==> src/rtl/tank_life_ctrl.sv <==
// Per-tank lifecycle sequencer: turns a hit strobe into the timed
// explosion -> respawn pulse -> spawn-shield sequence and tracks remaining lives.
module tank_life_ctrl #(
    parameter logic [31:0] BURST_CYCLES  = 32'h3000000,
    parameter logic [31:0] RESET_PULSE   = 32'd16,
    parameter logic [31:0] INVULN_CYCLES = 32'h1000000,
    parameter logic [2:0]  LIVES         = 3'd3
) (
    input  logic       clk,
    input  logic       reset,
    input  logic       tank_hit,
    input  logic       restart,
    output logic       burst,
    output logic       tank_reset,
    output logic       invuln,
    output logic       game_over,
    output logic [2:0] lives,
    output logic [2:0] state
);

    typedef enum logic [2:0] {
        ALIVE   = 3'd0,
        BURST   = 3'd1,
        RESPAWN = 3'd2,
        SHIELD  = 3'd3,
        DEAD    = 3'd4
    } state_e;

    state_e      state_q, state_d;
    logic [31:0] cnt_q, cnt_d;
    logic [2:0]  lives_q, lives_d;
    logic        burst_q, tank_reset_q, invuln_q, game_over_q;

    // Each timed phase counts from zero; every transition clears the counter.
    always_comb begin
        state_d = state_q;
        cnt_d   = cnt_q + 32'd1;
        lives_d = lives_q;
        if (restart) begin
            state_d = ALIVE;
            cnt_d   = 32'd0;
            lives_d = LIVES;
        end else begin
            case (state_q)
                ALIVE: begin
                    cnt_d = 32'd0;
                    if (tank_hit) begin
                        state_d = BURST;
                        lives_d = lives_q - 3'd1;
                    end
                end
                BURST: begin
                    if (cnt_q == BURST_CYCLES - 32'd1) begin
                        cnt_d   = 32'd0;
                        state_d = (lives_q == 3'd0) ? DEAD : RESPAWN;
                    end
                end
                RESPAWN: begin
                    if (cnt_q == RESET_PULSE - 32'd1) begin
                        cnt_d   = 32'd0;
                        state_d = SHIELD;
                    end
                end
                SHIELD: begin
                    if (cnt_q == INVULN_CYCLES - 32'd1) begin
                        cnt_d   = 32'd0;
                        state_d = ALIVE;
                    end
                end
                DEAD: begin
                    cnt_d = 32'd0;
                end
                default: begin
                    state_d = ALIVE;
                    cnt_d   = 32'd0;
                end
            endcase
        end
    end

    // Flags are decoded from the next state so they move on the same edge as state.
    always_ff @(posedge clk or negedge reset) begin
        if (!reset) begin
            state_q      <= ALIVE;
            cnt_q        <= 32'd0;
            lives_q      <= LIVES;
            burst_q      <= 1'b0;
            tank_reset_q <= 1'b0;
            invuln_q     <= 1'b0;
            game_over_q  <= 1'b0;
        end else begin
            state_q      <= state_d;
            cnt_q        <= cnt_d;
            lives_q      <= lives_d;
            burst_q      <= (state_d == BURST);
            tank_reset_q <= (state_d == RESPAWN);
            invuln_q     <= (state_d == SHIELD);
            game_over_q  <= (state_d == DEAD);
        end
    end

    assign burst      = burst_q;
    assign tank_reset = tank_reset_q;
    assign invuln     = invuln_q;
    assign game_over  = game_over_q;
    assign lives      = lives_q;
    assign state      = state_q;

endmodule
==> config.mk <==
export PLATFORM = sky130hd
export DESIGN_NAME = tank_life_ctrl
export DESIGN_NICKNAME = d
export VERILOG_FILES = /design/src/rtl/tank_life_ctrl.sv
export SDC_FILE = /design/constraint.sdc
export NUM_CORES = 1
export LEC_CHECK = 0
export ABC_AREA = 1
export BUFFER_PORTS_ARGS = -buffer_cell sky130_fd_sc_hd__clkbuf_2
export CORE_MARGIN = 10
export CORE_UTILIZATION = 51
export CTS_CLUSTER_SIZE = 30
export DETAILED_ROUTE_END_ITERATION = 8
export PLACE_DENSITY = 0.71
export SKIP_LAST_GASP = 1
export SLEW_MARGIN = 10
export SYNTH_ARGS = -nofsm -noshare
export SYNTH_HDL_FRONTEND = slang
export SYNTH_SLANG_ARGS = --single-unit
==> constraint.sdc <==
create_clock -name clk -period 1.9 [get_ports clk]
set_clock_uncertainty 0.1 [all_clocks]
set_input_delay 0.285 -clock clk [delete_from_list [all_inputs] [get_ports clk]]
set_output_delay 0.285 -clock clk [all_outputs]
set_load 0.1 [all_outputs]
Yosys cells after proc, flatten, opt, wreduce, memory -nomap -nowiden
Cells that the tools add are included.
{"block": "classes", "add_sub_neg": 2, "eq_ne": 11, "muxes": 15, "reduce_logical": 5}
{"operator": "$mux 32", "n": 4}
{"operator": "$pmux 32 s3", "n": 1}
{"operator": "$add 32x1->32 const B", "n": 1}
{"operator": "$eq 32x24->1 const B", "n": 1}
{"operator": "$eq 32x26->1 const B", "n": 1}
{"operator": "$eq 32x4->1 const B", "n": 1}
{"operator": "$mux 3", "n": 9}
{"operator": "$pmux 3 s5", "n": 1}
{"operator": "$eq 3x2->1 const B", "n": 4}
{"operator": "$eq 3x1->1 const B", "n": 2}
{"operator": "$eq 3x3->1 const B", "n": 2}
{"operator": "$logic_not 3->1", "n": 2}
{"operator": "$reduce_bool 2->1", "n": 2}
{"operator": "$sub 3x1->3 const B", "n": 1}
{"operator": "$reduce_and 2->1", "n": 1}
{"block": "word_totals", "reg_bits": 42, "in_bits": 4, "out_inout_bits": 10, "elab_cells": 40}

Depth between registers and ports, before layout
Gate-level depths: netlist (run 1).
{"block": "depth", "depth_word": 6, "mapped_depth": 11, "depth_no_buf": 11}

Worst setup path after synthesis (run 1)
OpenSTA, ideal clock, no wires.
{"block": "synth_timing", "kind": "register to register", "start": "register state_q[2], in the netlist state[2]", "end": "register cnt_q[10]", "setup_ps": 121, "arrival_time_ps": 1942, "required_ps": 1679, "setup_slack_ps": -262, "path_stages_with_launch": 9, "path_buffers": 1, "period_less_slack_ps": 2162, "cell_sequence": "dfrtp_1 inv_1 nand2_1 nor2_1 nand2_1 nand3_4 nand2_4 buf_12 nor2_2"}
{"block": "synth_between", "elab_chain_len": 3, "elab_cells_between_ends": 5, "classes_between": "eq/ne (3); mux (2)"}
{"item": "from (decl)", "line_no": "29", "rtl": "state_e state_q, state_d;"}
{"item": "from (signal assigned)", "line_no": "92", "rtl": "state_q <= state_d;"}
{"item": "$eq 3x2->1 / $eq 3x1->1 (equally long branches)", "line_no": "44", "rtl": "case (state_q)"}
{"item": "$pmux 32 s3 (*)", "line_no": "44"}
{"item": "$mux 32 (*)", "line_no": "39", "rtl": "if (restart) begin"}
{"item": "net cnt_d[10]", "line_no": "30", "rtl": "logic [31:0] cnt_q, cnt_d;"}
{"item": "to (signal assigned)", "line_no": "93", "rtl": "cnt_q <= cnt_d;"}
{"item": "to (decl)", "line_no": "30"}
Mark *: on every way through the listed nets, which the timed path passes. The rest lies on a longest branch.
A chain may end at the register's enable or synchronous reset.

Worst setup path after layout (run 1)
{"block": "layout_timing", "start": "register cnt_q[0]", "end": "register cnt_q[23]"}
{"block": "layout_between", "elab_chain_len": 4, "elab_cells_between_ends": 9, "classes_between": "add/sub (1); eq/ne (3); mux (5)"}
{"item": "$add 32x1->32 (tied with other cells)", "line_no": "37", "rtl": "cnt_d = cnt_q + 32'd1;"}
{"item": "$mux 32, on equally long branches", "line_no": "65, 53, 59"}
{"item": "$pmux 32 s3 (*)", "line_no": "44"}
{"item": "$mux 32 (*)", "line_no": "39"}
{"item": "net cnt_d[23]", "line_no": "30"}
Marked as above.

==> results list, run 1 <==
* Vert. Die Dim: 90.9 µm
* Cell area after layout: 0.00314 mm²
- Timing analysis after detailed placement gives a worst setup slack of 13.4 ps.
* Initial antenna violation count: 0
- Total power after layout: 1.74 mW
* Placed cell count: 430
- The H-tree was split into 2 levels.
* Worst IR Drop VDD: 0.429 mV
- Total power divided by cell area: 554 mW/mm²
- In the final design database the tool counted slightly below 400 nets.
- In this run the tightest slew margin relative to its limit is 0.630.
- Part of the total power dissipated in combinational logic: 0.134
- The first routing iteration left 124 violations.
* DIE AREA: 0.00826 mm²
- Setup violations remaining at the end of the flow were counted as 0.
* Transition time of the tightest slew-check pin: 554 ps
- In this run the worst path has a maximum fanout of 7.
- The flow ran to the end, and the final reports show no timing, DRC or antenna violations.
- Inserted Clock Buffers: 5
- The floorplan has 25 rows.
- Remaining antenna violation count: 0
- WP data required: about 2000 ps
- Kind of capture point of the worst setup path: flop
* Clock Sinks: 42
- Detailed-placement wirelength estimate: 4470 µm
- Slew Limit Fails: 0
- Via count of the first global-routing pass: 2098
* Cell variety after synth: 25
- Proportion of synthesized chip area in sequential cells: 0.411
- Number of nets in the synthesized netlist: 347
- Overall fraction of global-route tracks in use: 0.141
- Filler cells: 404
* Per-cell routed wire length: around 13 µm
- Synthesized area per cell: about 7.5 µm²
- In this run the clock root is driven by a clkbuf_8.
- Entering global routing, the biggest net connects 23 pins.
* Port buffer count: 13
* Total negative setup slack: 0 ps
* Count of max-cap constraint violations: 0
- The total overflow left after global routing is 0.
- Seq pwr share: 0.531
- Starting density of the core: 0.535
- Clock-pin slew was measured on the worst setup and hold paths at 80 ps.
- Switching power total: about 0.48 mW
- In the final layout, the share of cells above drive strength 1 is 0.258.
- The multi-input combinational cells in the finished layout cover a total of 0.00140 mm².
- After synthesis the netlist holds a flip-flop and latch count of 42.
- The count of cells in the finished layout, fillers not included, comes to around 450.
- The final-report hold violation count came to 0.
- Final worst path period need: 1820 ps
- The path class of the tightest hold or removal check is in -> reg.
- Maximum clock frequency: 549 MHz
- Setup repair after global routing could not meet its margin everywhere.
* Routed vias/inst: 4.94
- Dpl cell area: approximately 0.0028 mm²
* Switching Fraction: 0.276
- Clock tree from TritonCTS: built
* First-pass iteration count of the detailed router: 4
- For this design the static power due to leakage is 1.35 nW.
* Nature of the critical path startpoint: flop
- Buffers from clock root to sink, at most: 2
- The share of total power dissipated in the clock network is 0.335.
- During I/O placement, the number of pins put on the boundary was 14.
- Syn Std Cell Area: 0.00256 mm²
* Total routed wirelength: 6030 µm
* Sequential cell area: between 0.001 and 0.0015 mm²
- Of the available clock period, the critical path in the final layout requires 0.958.
* Total vias in the final route: 2230
- Wire length of the first global-routing pass: 9560 µm
* Synth warnings: 0
- The floorplan step defined a core boundary enclosing 0.00479 mm².
- For this run, design rule violations remaining after detail routing come to 0.
- ANT cells: 0
* Clock latency of the later-clocked register in the worst-skew pair: 300 ps
- Global placement routability congestion: 0.936
* Internal power: roughly 1.3 mW
* Worst-case hold slack: 138 ps
- From left edge to right edge, the die measures approximately 91 µm.
* Synthesized netlist cell count: 340
- The worst setup path is of the reg -> reg kind.
- Final core occ: 0.657
- After layout, the worst setup slack is ~80 ps.
- For the worst setup path, the data arrival time is ~1900 ps.
- The area growth from synthesis to layout is 22.7%.
power by group through the flow:
stage | combinational, mW | clock (mW) | sequential, mW
after floorplan | 0.0603 | 0 | 1.03
after global placement | 0.202 | 0 | 0.940
after detailed placement | 0.205 | 0 | 0.940
after CTS | 0.207 | 0.608 | 0.922
after global routing | 0.251 | 0.633 | 0.926
final | 0.233 | 0.584 | 0.924
synthesized netlist by cell type, drive strengths merged:
cell type,number,area share
xor2,21,0.072
nand3,20,0.046
nor3b,1,0.0029
nor3,6,0.014
nand2,88,0.13
buf,2,0.016
nand3b,5,0.015
ha,3,0.015
o311ai,2,0.0068
inv,44,0.064
nand4,3,0.0073
xnor2,6,0.021
dfrtp,40,0.39
nor4,2,0.0049
dfstp,2,0.021
o21ai,4,0.0078
nor2,89,0.16
a21oi,2,0.0039
routing by layer:
| layer | routed length, µm | share of wire | up-vias | GRT usage |
|---|---|---|---|---|
| met3 | 318 | 0.053 | 13 | 0.0357 |
| met2 | 2820 | 0.47 | 54 | 0.230 |
| met4 | 130 | 0.022 | 0 | 0.0548 |
| li1 | - | - | 1130 | - |
| met1 | 2760 | 0.46 | 1033 | 0.175 |
| met5 | 0 | 0 | - | 0 |
cells in the final DEF (no fill, tap or decap), types with 2 or more instances in the layout:
master / netlist / final
clkbuf_2: 0 / 13
nor2_4: 2 / 4
xnor2_1: 6 / 6
o21ai_0: 4 / 4
ha_4: 0 / 2
nand3_4: 1 / 2
nor2_1: 64 / 57
xor2_1: 21 / 21
nand3b_1: 5 / 5
nand2_2: 3 / 5
buf_4: 0 / 19
inv_1: 44 / 42
dfrtp_2: 0 / 4
nor3_1: 5 / 4
dfstp_4: 0 / 2
clkbuf_8: 0 / 6
nor4_1: 2 / 2
nand3_1: 18 / 17
buf_12: 2 / 3
inv_2: 0 / 2
a21oi_1: 2 / 2
dfrtp_1: 40 / 36
nand2_1: 84 / 81
nand4_1: 3 / 3
nor2_2: 23 / 28
o311ai_0: 2 / 2
clkbuf_16: 0 / 2
worst max-delay path, stage by stage, from the launching register on:
cell       delay (ps)
dfrtp_1           370
ha_2              190
inv_2              50
nor2_4            120
nand2_2           100
nor2_4            170
nand2_2           100
nand2_4            90
nand3_4           110
nand2_8           120
clkbuf_16         160
nor2_2             30
final timing paths:
path                            startpoint  slack, ps  depth (start not counted)   endpoint
max in group asynchronous            reset        780                          3   state[0]
worst min-delay path               restart        140                          2  cnt_q[31]
min in group asynchronous            reset        400                          2  cnt_q[17]
worst max register to register    cnt_q[0]         80                         11  cnt_q[23]
worst max-delay path              cnt_q[0]         80                         11  cnt_q[23]
worst min register to register    cnt_q[0]        450                          2   cnt_q[0]
flip-flops by register name (all words and copies together) (netlist names):
name	flops
cnt_q	32
lives	3
state	3
burst	1
game_over	1
invuln	1
tank_reset	1
kinds of logic (layout without fill, tap and decap cells):
logic type,after synthesis,in the layout,synth area share
fa+ha+maj,3,3,0.0147
buf+inv,46,90,0.0801
flops,42,42,0.411
compound gates,8,8,0.0186
simple gates,214,214,0.383
xor+xnor,27,27,0.0923
what timing repair did:
item | in CTS | in global routing
buffers inserted | 0 | 11
pin swaps | 1 | 11
hold buffers | 1 | 0
endpoints found under the hold margin | 18 | 0
resized for setup | 0 | 25
cloned | 0 | 2
setup endpoints to repair | 8 | 34
area by class of cell:
type | instances | area share
Clock buffer | 7 | 0.0275
Timing Repair Buffer | 39 | 0.108
Multi-Input combinational cell | 252 | 0.446
Sequential cell | 42 | 0.339
Tap cell | 67 | 0.0267
Inverter | 44 | 0.0525
No activity file was read; power rests on OpenSTA's default activity.
==> inputs of run 2 (changes only) <==
--- a/config.mk
+++ b/config.mk
@@ -11,7 +11,7 @@
 export CORE_UTILIZATION = 51
 export CTS_CLUSTER_SIZE = 30
 export DETAILED_ROUTE_END_ITERATION = 8
-export PLACE_DENSITY = 0.71
+export PLACE_DENSITY = 0.7
 export SKIP_LAST_GASP = 1
 export SLEW_MARGIN = 10
 export SYNTH_ARGS = -nofsm -noshare
==> run 2 against run 1 <==
Against the previous run:
- combinational power shrank 11%
- flip-flop and latch count did not move
- register-to-register slack better by 30 ps
- final cell count unchanged
- worst hold slack worse by 12 ps
- die area unchanged
- clock-buffer cell count down 1
- fmax is 1.8% higher
- largest power group unchanged
- sequential power is essentially flat
- setup slack improved by 32 ps
==> results list, run 2 (synthesis results as in run 1) <==
* Data arrival time of the critical path: 1880 ps (was 1910 ps)
- Wire length of the first global-routing pass: 9580 µm (was 9560 µm)
* Clock latency of the later-clocked register in the worst-skew pair: 310 ps (was 300 ps)
* Detailed-placement wirelength estimate: 4410 µm (was 4470 µm)
- Delay of the slowest cell on the worst path: 380 ps (was 370 ps)
- Number of remaining DRC errors: 0 (unchanged)
* Part of the total power dissipated in combinational logic: 0.122 (was 0.134)
- Critical path, cell by cell: ha_1, inv_1, nor2_4, nand3_1, nor2_2, nand2_1, nand2_1, nand3_4, nand2_8, buf_12, nor2_1 (was ha_2, inv_2, nor2_4, nand2_2, nor2_4, nand2_2, nand2_4, nand3_4, nand2_8, clkbuf_16, nor2_2).
- The number of vias in the routed layout came to 2222 (was 2230).
- The routability congestion estimate from global placement came to 0.938 (was 0.936).
- The highest fanout seen on the critical path was 11 (was 7).
- The final net count came to 390 (was 391).
- Slew Limit Fails: 0 (unchanged)
- The diode insertion count for antenna repair came to 0 (unchanged).
* Met2 WL: 2630 µm (was 2820 µm)
- Seq pwr share: 0.543 (was 0.531)
- Count of max-cap constraint violations: 0 (unchanged)
- Uppermost layer routed: met4 (unchanged)
- Routed vias/inst: 4.93 (was 4.94)
- Nature of the critical path startpoint: flop (unchanged)
* Critical path buffer and inverter count: 2 (unchanged)
- Most frequent cells in the layout: 84 x nand2_1, 61 x nor2_1, 43 x inv_1, 36 x dfrtp_1, 26 x nor2_2 (was 81 x nand2_1, 57 x nor2_1, 42 x inv_1, 36 x dfrtp_1, 28 x nor2_2)
* Per-cell routed wire length: 12.5 µm (was 13.4 µm)
- The fraction of final layout cells sized beyond drive strength 1 was 0.229 (was 0.258).
- The clock root buffer master is clkbuf_8 (unchanged).
* Synthesis-to-finish area growth: 17.9% (was 22.7%)
- The maximum number of pins on one net before global-route repair is 25 (was 23).
- The slew at the pin with the worst max-slew slack was 550 ps (was 554 ps).
- The number of instances on the worst hold path is 2 (unchanged).
* Flip-flop count of the largest register after layout: 32 (unchanged)
- The launch point of the worst hold path was restart (unchanged).
- Port buffer count: 13 (unchanged)
- The critical register-to-register path startpoint is cnt_q[0] (unchanged).
* Final worst path period need: 1790 ps (was 1820 ps)
* Remaining antenna violation count: 0 (unchanged)
- Clock tree from TritonCTS: built (unchanged)
* Total negative setup slack: 0 ps (unchanged)
* Vert. Die Dim: 90.9 µm (unchanged)
* Via count of the first global-routing pass: 2138 (was 2098)
- The power spent charging and discharging nets was 0.485 mW (was 0.480 mW).
- The instance count after placement with tap cells included is 433 (was 430).
- The most common cell after layout, fill and taps aside is nand2_1 (unchanged).
- Floorplan die width: 90.9 µm (unchanged)
* Starting density of the core: 0.535 (unchanged)
- The worst slew slack as a fraction of its limit is 0.635 (was 0.630).
- The endpoint of the lowest-slack register-to-register path is cnt_q[25] (was cnt_q[23]).
* IO Count: 14 (unchanged)
* Buffers from clock root to sink, at most: 2 (unchanged)
- Std cell rows: 25 (unchanged)
* Worst Path Class, Setup: reg -> reg (unchanged)
- DRT iter0 DRCs: 139 (was 124)
- Critical Path Slowest Stage Cell: dfrtp_1 (unchanged)
- The worst path required time came to 2000 ps (was 1990 ps).
* DIE AREA: 0.00826 mm² (unchanged)
- Counting stages on the worst path, the most repeated cell is nand2_1.
* Post-layout worst setup margin: 112 ps (was 80.0 ps)
* Number of setup violations in the final report: 0 (unchanged)
- Maximum clock frequency: 559 MHz (was 549 MHz)
- Kind of capture point of the worst setup path: flop (unchanged)
- First-pass iteration count of the detailed router: 4 (unchanged)
- Fraction of the cycle the final worst path needs: 0.941 (was 0.958)
- The leakage component of the power came to 1.33 nW (was 1.35 nW).
- Largest register by flop count: cnt_q (unchanged)
- Wl on met1: 2570 µm (was 2760 µm)
* Clock edge transition at the registers on the reported setup and hold paths: 90 ps (was 80 ps)
- The endpoint of the worst hold-timing path is cnt_q[27] (was cnt_q[31]).
- The path depth of the worst reg2reg path is 11 (unchanged).
* Largest delay contributor family on the critical path: simple AND/OR/NAND/NOR gates (unchanged)
- Sum of met3 wire segment lengths after detailed routing: 334 µm (was 318 µm)
- The internal power consumption came to 1.21 mW (was 1.26 mW).
- Clock Sinks: 42 (unchanged)
* Total power divided by cell area: 563 mW/mm² (was 554 mW/mm²)
* Pre-CTS setup slack: 58.1 ps (was 13.4 ps)
- The CTS buffer count is 5 (unchanged).
* Floorplan core area: 0.00479 mm² (unchanged)
- Worst IR Drop VDD: 0.322 mV (was 0.429 mV)
* Tightest Hold Check Type: in -> reg (unchanged)
* Overall fraction of global-route tracks in use: 0.142 (was 0.141)
- The residual overflow from global routing came to 0 (unchanged).
- Clock share of power: 0.335 (about the same)
- Run status: finished, final reports clean (unchanged)
* Maximum level of the CTS H-tree: 2 (unchanged)
- The switching fraction of total power came to 0.285 (was 0.276).
* Worst-case hold slack: 127 ps (was 138 ps)
- Worst reg2reg setup slack: 110 ps (was 80 ps)
- The sum of routed wire length over all layers came to 5630 µm (was 6030 µm).
- The final-report hold violation count was 0 (unchanged).
- The initial antenna violation count came to 0 (unchanged).
- Post-route non-filler standard cell count: 451 (unchanged)
[run 2: changes by cell type in the layout (fill, tap and decap cells not counted), moves of 2 or more]
cell	delta
clkinv_2	+2
ha_4	-2
nand2_1	+3
ha_1	+3
buf_4	+2
nor2_2	-2
nor2_1	+4
nor2_4	-2
clkbuf_16	-2
nand2_2	-2
[run 2: worst reg2reg max path: cells and delay by family (launching register included)]
| kind | cells | cell delay [ps] |
|---|---|---|
| simple gates | 8 | 810 |
| buf+inv | 2 | 230 |
| flops | 1 | 380 |
| fa+ha+maj | 1 | 170 |
[run 2: worst max path at each step]
stage	end	depth (start not counted)	start	slack, ps
final	cnt_q[25]	11	cnt_q[0]	110
after detailed placement	cnt_q[25]	11	cnt_q[0]	60
after global routing	cnt_q[13]	11	cnt_q[0]	-10
after CTS	cnt_q[13]	11	cnt_q[0]	40
after global placement	cnt_q[25]	11	cnt_q[0]	110
after floorplan	invuln	10	lives[1]	4
[run 2: layout make-up]
| type | instances | area, µm² |
|---|---|---|
| Clock buffer | 6 | 72.6 |
| Clock inverter | 2 | 10.0 |
| Fill cell | 427 | 1770 |
| Inverter | 44 | 165 |
| Multi-Input combinational cell | 252 | 1330 |
| Sequential cell | 42 | 1070 |
| Tap cell | 67 | 83.8 |
| Timing Repair Buffer | 38 | 293 |
[run 2: what timing repair did]
action / CTS / global route
hold endpoints to repair: 18 / 0
gates resized for setup: 0 / 6
buffers inserted: 0 / 9
endpoints found under the setup margin: 0 / 29
hold buffers: 1 / 0
[run 2: metal layers]
metal,up-vias,track usage
met1,1030,0.176
met2,51,0.230
met5,-,0
met4,0,0.0574
met3,10,0.0316
li1,1131,-
[run 2: power by group through the flow]
stage                     Combinational [mW]  Sequential (mW)  Clock (mW)
after detailed placement               0.205            0.940           0
after global placement                 0.202            0.939           0
after global routing                   0.227            0.924       0.626
after floorplan                       0.0603             1.03           0
final                                  0.207            0.922       0.569
after CTS                              0.207            0.922       0.587
[run 2: metrics by stage]
stage	util	area, µm²	power (mW)
global placement	0.592	2830	1.14
floorplan	-	2570	1.09
global route	0.631	3020	1.78
finish	0.631	3020	1.70
detailed placement	0.592	2830	1.15
CTS	0.611	2930	1.72
==> inputs of run 3 (changes only) <==
--- a/config.mk
+++ b/config.mk
@@ -7,6 +7,7 @@
 export LEC_CHECK = 0
 export ABC_AREA = 1
 export BUFFER_PORTS_ARGS = -buffer_cell sky130_fd_sc_hd__clkbuf_2
+export CORE_ASPECT_RATIO = 1.75
 export CORE_MARGIN = 10
 export CORE_UTILIZATION = 51
 export CTS_CLUSTER_SIZE = 30
==> run 3 against run 2 <==
Against the previous run:
- power is 7.9% higher
- sequential power barely moved
- design area is 2.6% lower
- final cell count decreased by 5.5%
- critical path depth is the same
- clock power rose by 24%
- highest routed layer unchanged
- flip-flop and latch count unchanged
- global-route usage is 0.84 points higher
==> results list, run 3 (synthesis results as in run 1) <==
* Inserted Clock Buffers: 5 (unchanged)
- DRT iter0 DRCs: 105 (was 139)
- Transition time of the tightest slew-check pin: 543 ps (was 550 ps)
- The number of flip-flops in the largest register was 32 (unchanged).
- The count of final setup violators was 0 (unchanged).
* Worst Hold Path EP: cnt_q[27] (unchanged)
- Detailed-placement wirelength estimate: 4620 µm (was 4410 µm)
- The most common cell after layout, fill and taps aside was nand2_1 (unchanged).
* Total power divided by cell area: 623 mW/mm² (was 563 mW/mm²)
- Port buffer count: 13 (unchanged)
- Unrepaired setup endpoints after global routing: yes
* Clock latency of the later-clocked register in the worst-skew pair: 300 ps (was 310 ps)
- The sum of routed wire length over all layers was 5920 µm (was 5630 µm).
- Std cell rows: 34 (was 25)
* Final number of hold-violating endpoints: 0 (unchanged)
- Worst R2R Path Depth: 11 (unchanged)
- Maximum number of pins on one net before global-route repair: 43 (was 25)
* Number of remaining DRC errors: 0 (unchanged)
* WP data required: 2000 ps (about the same)
* Maximum clock frequency: 558 MHz (was 559 MHz)
- The number of I/O pins is 14 (unchanged).
- The layout overhead on the synthesized area is 14.8% (was 17.9%).
- The via count of the first global-routing pass was 2308 (was 2138).
* Maximum level of the CTS H-tree: 2 (unchanged)
* Floorplan core area: 0.00493 mm² (was 0.00479 mm²)
- The diode insertion count for antenna repair came to 0 (unchanged).
* Run status: finished, final reports clean (unchanged)
* Relative slew margins: 0.638 (was 0.635)
- Buffers from clock root to sink, at most: 2 (unchanged)
* Hold Path Stages: 2 (unchanged)
- Clock Sinks: 42 (unchanged)
* Remaining Overflow, GRT: 0 (unchanged)
- Clock tree from TritonCTS: built (unchanged)
- First-pass iteration count of the detailed router: 5 (was 4)
* Total Nets Final: 378 (was 390)
- Biggest fanout along the worst timing path: 13 (was 11)
- Routed vias/inst: 5.16 (was 4.93)
- Worst IR Drop VDD: 0.641 mV (was 0.322 mV)
- Overall fraction of global-route tracks in use: 0.150 (was 0.142)
- Nature of the critical path startpoint: flop (unchanged)
- The height of the die is 114 µm (was 90.9 µm).
- The global-route wire length before repair is 9980 µm (was 9580 µm).
- Startpoint of the most critical hold path: restart (unchanged)
- DIE AREA: 0.00837 mm² (was 0.00826 mm²)
- Remaining antenna violation count: 0 (unchanged)
- Starting density of the core: 0.519 (was 0.535)
- Data arrival time of the critical path: 1890 ps (was 1880 ps)
* Largest register by flop count: cnt_q (unchanged)
- The routability congestion estimate from global placement came to 0.948 (was 0.938).
- Slew Limit Fails: 0 (unchanged)
- The initial antenna violation count was 0 (unchanged).
- Fraction of the cycle the final worst path needs: 0.944 (was 0.941)
- Total vias in the final route: 2197 (was 2222)
- The tightest hold margin was 141 ps (was 127 ps).
* Reg-to-reg critical path endpoint: cnt_q[13] (was cnt_q[25])
- Most frequent cells in the layout: 84 x nand2_1, 59 x nor2_1, 43 x inv_1, 36 x dfrtp_1, 28 x nor2_2 (was 84 x nand2_1, 61 x nor2_1, 43 x inv_1, 36 x dfrtp_1, 26 x nor2_2)
- The number of fillers in the final layout came to 465 (was 427).
* FF-to-FF Start: cnt_q[0] (unchanged)
* Count of max-cap constraint violations: 0 (unchanged)
- Worst Path Class, Setup: reg -> reg (unchanged)
* Fraction of layout instances using a drive strength above 1: 0.220 (was 0.229)
- Tightest Hold Check Type: in -> reg (unchanged)
* Kind of capture point of the worst setup path: flop (unchanged)
- The final core utilization came to 0.596 (was 0.631).
- Final worst path period need: 1790 ps (about the same)
- CTS root buf: clkbuf_8 (unchanged)
- The wire length per cell was 13.9 µm (was 12.5 µm).
* Leak Pwr: 1.28 nW (was 1.33 nW)
- Floorplan die width: 73.6 µm (was 90.9 µm)
- Clock edge transition at the registers on the reported setup and hold paths: 80 ps (was 90 ps)
* Worst reg2reg setup slack: 110 ps (about the same)
==> run 3: cell count changes in the layout (fill, tap and decap cells not counted), sizes merged <==
cell and delta:
buf -12, bufinv +1, clkbuf -1
==> run 3: stage by stage <==
| stage | cells | power [mW] | instance area, µm² | TNS (ps) | setup slack, ps |
|---|---|---|---|---|---|
| floorplan | 340 | 1.09 | 2570 | 0 | 4.00 |
| global placement | 416 | 1.14 | 2770 | 0 | 127 |
| detailed placement | 416 | 1.14 | 2770 | 0 | 72.0 |
| CTS | 425 | 1.85 | 2890 | 0 | 48.8 |
| global route | 426 | 1.90 | 2940 | -13.6 | -5.43 |
| finish | 426 | 1.83 | 2940 | 0 | 107 |
==> run 3: worst max-delay path by stage <==
stage,from,end,slack [ps],cells past startpoint
global placement,lives[0],tank_reset,130,10
finish,cnt_q[0],cnt_q[13],110,11
CTS,cnt_q[0],cnt_q[13],50,11
global route,cnt_q[0],cnt_q[13],-5,11
detailed placement,cnt_q[0],cnt_q[13],70,11
floorplan,lives[1],invuln,4,10
==> run 3: power by group <==
| group | total [mW] | internal [mW] | switching, mW |
|---|---|---|---|
| Clock | 0.705 | 0.387 | 0.319 |
| Combinational | 0.204 | 0.0424 | 0.161 |
| Sequential | 0.924 | 0.913 | 0.0104 |
| Total | 1.83 | 1.34 | 0.490 |
==> run 3: per-layer routing <==
metal | track usage | wire length, µm | up-vias
met1 | 0.144 | 2190 | 1025
met2 | 0.269 | 3200 | 49
met3 | 0.0313 | 180 | 21
met4 | 0.102 | 345 | 0
met5 | 0 | 0 | -
li1 | - | - | 1102
==> run 3: cell type report <==
class,count,area [µm²],area share
well taps,54,67.6,0.0230
clock buffers,5,68.8,0.0234
repair buffers,26,190,0.0647
clock inverters,3,40.0,0.0136
multi-input cells,252,1340,0.457
inverters,44,165,0.0562
flip-flops and latches,42,1070,0.363
==> run 3: worst max-delay path: stages, from the launching register on <==
cell and delay, ps:
dfrtp_1 380, ha_2 190, inv_1 70, nor2_4 140, nand2_2 100, nor2_4 130, nand2_1 80, nand2_2 100
nand3_4 90, nand2_4 90, buf_12 160, nor2_1 50
==> run 3: repair_timing <==
action                                  in CTS  in global routing
endpoints found under the setup margin       0                 33
resized for setup                            0                 11
hold endpoints to repair                    40                  0
hold buffers                                 1                  0
buffers inserted                             0                  1
